**src/rtl/acc_adder_arbiter.sv**
```systemverilog
// acc_adder_arbiter
//   Shares one pipelined adder among NREQ accumulator requesters. Operand
//   pairs are accepted over per-requester valid/ready handshakes. A
//   round-robin arbiter grants them, and at most one operation per cycle is
//   issued to the adder. A tag pipeline follows each operation through the
//   adder latency. The result is captured into a per-requester response
//   register, which is held until that requester accepts it. The block does
//   no arithmetic itself: {add_carry, add_sum} passes through unchanged.
//
// Ports
//   clk, rst_n               rising-edge clock, asynchronous active-low reset
//   req_valid/ready [NREQ]   per-requester operation handshake (ready one-hot)
//   req_a/req_b [NREQ*WIDTH] operands, requester i at [i*WIDTH +: WIDTH]
//   rsp_valid/ready [NREQ]   per-requester result handshake
//   rsp_sum [NREQ*WIDTH]     held sums, same packing as req_a
//   rsp_carry [NREQ]         held carry-outs
//   add_valid/add_a/add_b    issue port to the shared adder
//   add_sum/add_carry        adder result, LATENCY cycles after add_valid
module acc_adder_arbiter #(
  parameter int NREQ    = 4,
  parameter int WIDTH   = 16,
  parameter int LATENCY = 2
) (
  input  logic                    clk,
  input  logic                    rst_n,
  input  logic [NREQ-1:0]         req_valid,
  output logic [NREQ-1:0]         req_ready,
  input  logic [NREQ*WIDTH-1:0]   req_a,
  input  logic [NREQ*WIDTH-1:0]   req_b,
  output logic [NREQ-1:0]         rsp_valid,
  input  logic [NREQ-1:0]         rsp_ready,
  output logic [NREQ*WIDTH-1:0]   rsp_sum,
  output logic [NREQ-1:0]         rsp_carry,
  output logic                    add_valid,
  output logic [WIDTH-1:0]        add_a,
  output logic [WIDTH-1:0]        add_b,
  input  logic [WIDTH-1:0]        add_sum,
  input  logic                    add_carry
);

  localparam int IDX_W = (NREQ > 1) ? $clog2(NREQ) : 1;

  logic [NREQ-1:0]  busy;
  logic [NREQ-1:0]  eligible;
  logic [IDX_W-1:0] ptr;
  logic [IDX_W-1:0] grant;
  logic             grant_vld;
  logic [NREQ-1:0]  rsp_hs;
  logic [NREQ-1:0]  deliver;

  // Tag pipeline: stage p0 is loaded on issue. Stage LATENCY-1 lines up
  // with add_sum/add_carry.
  logic             tag_vld_p [LATENCY];
  logic [IDX_W-1:0] tag_idx_p [LATENCY];

  // Eligibility is masked while reset is asserted, so no grant and no
  // add_valid can appear during reset, even with req_valid held high.
  always_comb begin
    eligible = rst_n ? (req_valid & ~busy) : '0;
  end

  // Round-robin search upward from ptr, wrapping modulo NREQ.
  always_comb begin
    grant_vld = 1'b0;
    grant     = '0;
    for (int o = 0; o < NREQ; o++) begin
      if (!grant_vld && eligible[(int'(ptr) + o) % NREQ]) begin
        grant_vld = 1'b1;
        grant     = IDX_W'((int'(ptr) + o) % NREQ);
      end
    end
  end

  always_comb begin
    req_ready = '0;
    add_a     = '0;
    add_b     = '0;
    if (grant_vld) begin
      req_ready[grant] = 1'b1;
      add_a = req_a[int'(grant)*WIDTH +: WIDTH];
      add_b = req_b[int'(grant)*WIDTH +: WIDTH];
    end
    add_valid = grant_vld;
  end

  always_comb begin
    rsp_hs  = rsp_valid & rsp_ready;
    deliver = '0;
    if (tag_vld_p[LATENCY-1]) deliver[tag_idx_p[LATENCY-1]] = 1'b1;
  end

  // ---- issue stage -> tag pipeline / arbiter state ----
  always_ff @(posedge clk or negedge rst_n) begin
    if (!rst_n) begin
      ptr  <= '0;
      busy <= '0;
      for (int s = 0; s < LATENCY; s++) begin
        tag_vld_p[s] <= 1'b0;
        tag_idx_p[s] <= '0;
      end
    end else begin
      if (grant_vld)
        ptr <= (grant == IDX_W'(NREQ-1)) ? '0 : grant + IDX_W'(1);
      // A response handshake frees the slot. The new busy value takes
      // effect from the next cycle, because eligibility uses the register.
      busy <= (busy & ~rsp_hs) | req_ready;
      tag_vld_p[0] <= grant_vld;
      tag_idx_p[0] <= grant;
      for (int s = 1; s < LATENCY; s++) begin
        tag_vld_p[s] <= tag_vld_p[s-1];
        tag_idx_p[s] <= tag_idx_p[s-1];
      end
    end
  end

  // ---- adder output stage -> held response registers ----
  // busy[k] prevents a new tag for k from arriving while rsp_valid[k] is
  // pending, so capture and handshake never collide on one slot.
  always_ff @(posedge clk or negedge rst_n) begin
    if (!rst_n) begin
      rsp_valid <= '0;
      rsp_sum   <= '0;
      rsp_carry <= '0;
    end else begin
      rsp_valid <= (rsp_valid & ~rsp_hs) | deliver;
      if (tag_vld_p[LATENCY-1]) begin
        rsp_sum[int'(tag_idx_p[LATENCY-1])*WIDTH +: WIDTH] <= add_sum;
        rsp_carry[tag_idx_p[LATENCY-1]]                     <= add_carry;
      end
    end
  end

endmodule

```
**config.mk**
```make
export PLATFORM = sky130hd
export DESIGN_NAME = acc_adder_arbiter
export DESIGN_NICKNAME = d
export VERILOG_FILES = /design/src/rtl/acc_adder_arbiter.sv
export SDC_FILE = /design/constraint.sdc
export NUM_CORES = 1
export LEC_CHECK = 0
export ABC_AREA = 1
export CAP_MARGIN = 20
export CORE_MARGIN = 5
export CORE_UTILIZATION = 50
export DETAILED_ROUTE_END_ITERATION = 7
export DONT_BUFFER_PORTS = 1
export GPL_TIMING_DRIVEN = 0
export HOLD_SLACK_MARGIN = 0.05
export PLACE_DENSITY = 0.67
export REMOVE_ABC_BUFFERS = 1
export SETUP_SLACK_MARGIN = 0.4
export SLEW_MARGIN = 15
export SYNTH_ARGS = -nofsm -noshare
export SYNTH_HDL_FRONTEND = slang
export SYNTH_SLANG_ARGS = --single-unit
```
**constraint.sdc**
```tcl
create_clock -name clk -period 2.1 [get_ports clk]
set_clock_uncertainty 0.05 [all_clocks]
set_input_delay 0.21 -clock clk [delete_from_list [all_inputs] [get_ports clk]]
set_output_delay 0.21 -clock clk [all_outputs]
set_load 0.05 [all_outputs]
```
==> results.yml <==
place:
  dp_hpwl_um: 11890
  io_buffers: 0
  dp_cells: 839
  gp_congestion: 0.8321
worst_setup_path:
  cp_max_fo: 8
  reg2reg_depth: 14
  r2r-end: "busy[2]$_DFF_PN0_"
  critPathLaunchType: "register"
  reg2reg_from: "ptr[0]$_DFFE_PN0P_"
  cp.required_ps: 1840
  arrival_ps: 2690
  rrSetupSlack_ps: -170
  end_kind: "output pin"
  critPathKind: "register to output pin"
clock_tree:
  cts_sinks: 84
  cts_buffers: 9
  clock_latency_ps: 360
  clk_pin_slew_worst_paths_ps: 90
  cts_hold_buf: 21
  cts_root_buf: "clkbuf_8"
  cts_tree: "done"
  cts_max_level: 3
  clk_path_buf_depth: 2
routing:
  totalWireLength_um: 23850
  routedWlPerCell_um: 25.08
  antenna_left: 0
  dr.pass1.iters: 8
  via_count: 6106
  drtIter0Drc: 670
  route.met3.wl_um: 2611
  drc_errors: 0
  vias_per_cell: 6.421
  met1_length_um: 7897
  highest_layer: "met4"
  routed-wl-met2_um: 11660
synthesis:
  synth_cells: 746
  synth.area.top_cells: "dfrtp_1, nand2_1, nand3_1"
  synth_compound_area_share_pct: 7.031
  synth_cell_types: 23
  synth_top_family_by_area: "simple AND/OR/NAND/NOR gates"
  synth_top_area_share_pct: 38.85
  synth_xor_area_share_pct: 0
  synth.ff_latch_count: 84
  synth_edf_count: 0
  synth_area_per_cell_um2: 7.252
  yosysMostFrequentCell: "nand2_1"
  synth.largest_area_cell: "dfrtp_1"
  synth.yosys.seq_area_share_pct: 38.85
  yosysWarnings: 0
  syn_area_um2: 5410
  muxShareOfSynthArea_pct: 0
  synth_ff_type: "dfrtp_1"
  yosys.area_share.simple_pct: 43.32
  ys_async_sr_fraction_pct: 100.0
  yosys-top-cells-count: "nand2_1, nand3_1, dfrtp_1, o21ai_0, nor2_1"
  synthAdderAreaFrac_pct: 1.388
sta:
  final.period_utilization_pct: 140.6
  setup_viol: 42
  rsz0062_at_grt: "true"
  holdWs_ps: -517.9
  slew_violations: 0
  maxSlewHeadroom_pct: 64.02
  finalHoldViolations: 84
  setup_slack_ps: -852.7
  tightest_slew_ps: 539.7
  max_freq_ghz: 0.3387
  finalCriticalPeriod_ps: 2953
finish:
  fin_util_pct: 73.03
  fin_cells: 951
  area_growth_pct: 45.05
  drive_gt1_share_pct: 42.05
  fillers: 726
  nets: 968
  n_antenna_cell: 0
global_routing:
  grt_use_total_pct: 33.50
  grt_start_max_net_pins: 95
  grt_pass1_wl_um: 33860
  grt_pass1_vias: 6118
  grt-ovfl-total: 0
  antenna_found_initial: 0
run_status:
  failed_checks: "negative hold slack, negative setup slack"
  status: "finished with violations"
flow_run:
  drv_cap: 0
die:
  row_count: 38
  fp.dieW_um: 114.0
  dieArea_um2: 13000
  initial_core_util_pct: 50.35
  core-area_um2: 10750
  num_io_pins: 264
  die_y_um: 114.0
worst_hold_path:
  hold_class: "primary input to async pin"
## worst max-delay path by stage
| stage | startpoint | endpoint | slack, ps |
|---|---|---|---|
| after CTS | ptr[0]$_DFFE_PN0P_ | add_b[11] | -670 |
| after floorplan | ptr[0]$_DFFE_PN0P_ | add_a[15] | -2340 |
| after global routing | ptr[0]$_DFFE_PN0P_ | add_b[8] | -920 |
| after global placement | ptr[0]$_DFFE_PN0P_ | add_b[13] | -3530 |
| after detailed placement | ptr[0]$_DFFE_PN0P_ | add_b[13] | -2290 |
| final | ptr[0]$_DFFE_PN0P_ | add_b[8] | -850 |
## layout make-up
type	count	area, um^2	share of cell area [%]
Clock buffer	10	127.6	1.626
Clock inverter	5	62.56	0.7972
Inverter	38	183.9	2.344
Multi-Input combinational cell	589	4009	51.08
Sequential cell	84	2107	26.85
Tap cell	140	175.2	2.232
Timing Repair Buffer	84	1174	14.96
Timing Repair inverter	1	8.758	0.1116
## critical path: stages (launching register included)
cell	delay [ps]
dfrtp_2	430
buf_12	150
buf_6	100
nand4_1	160
nand3_4	170
nand2_8	80
buf_12	140
nand4_4	150
buf_12	170
buf_16	140
nand3_1	110
nand3_1	130
nand2_2	80
nor2_4	320
## metrics by stage
step	area, um^2	worst slack [ps]	TNS, ps
2_1_floorplan	5044	-2344	-91360
3_3_place_gp	5219	-3526	-153570
3_5_place_dp	5333	-2289	-102620
4_1_cts	7408	-668.6	-22440
5_1_grt	7848	-915.1	-32300
6_report	7848	-852.7	-28870
## routing by layer
layer / vias to the layer above / GRT usage [%]
li1: 2575 / -
met1: 2817 / 37.63
met2: 539 / 58.35
met3: 175 / 8.753
met4: 0 / 17.10
met5: - / 0
## cells in the final DEF (no fill, tap or decap), drive strengths merged
| master | n |
|---|---|
| buf | 57 |
| bufbuf | 3 |
| bufinv | 1 |
| clkbuf | 13 |
| clkinv | 1 |
| clkinvlp | 4 |
| dfrtp | 84 |
| dlygate4sd3 | 21 |
| ha | 6 |
| inv | 38 |
| nand2 | 255 |
| nand3 | 166 |
| nand4 | 5 |
| nor2 | 81 |
| o21ai | 76 |
## what timing repair did
| item | CTS | global route |
|---|---|---|
| setup buffers | 45 | 4 |
| endpoints found under the setup margin | 118 | 72 |
| gates cloned | 24 | 3 |
| endpoints found under the hold margin | 160 | 84 |
| pin swaps | 63 | 46 |
| resized for setup | 217 | 92 |
## logic make-up (layout without fill, tap and decap cells)
family | Yosys count | in the layout
AO/OA/AOI/OAI | 76 | 76
buffers and inverters | 89 | 138
adder cells (fa/ha/maj) | 6 | 6
flip-flops | 84 | 84
AND/OR/NAND/NOR | 491 | 507
## registers in the layout, indices dropped and copies added, names as in the netlist
register	flops
rsp_sum	64
busy	4
rsp_carry	4
rsp_valid	4
tag_idx_p	4
ptr	2
tag_vld_p	2
Power is left out: the tool's default activity adds up to more than one toggle a clock period on the data nets, which glitch-free logic cannot reach.
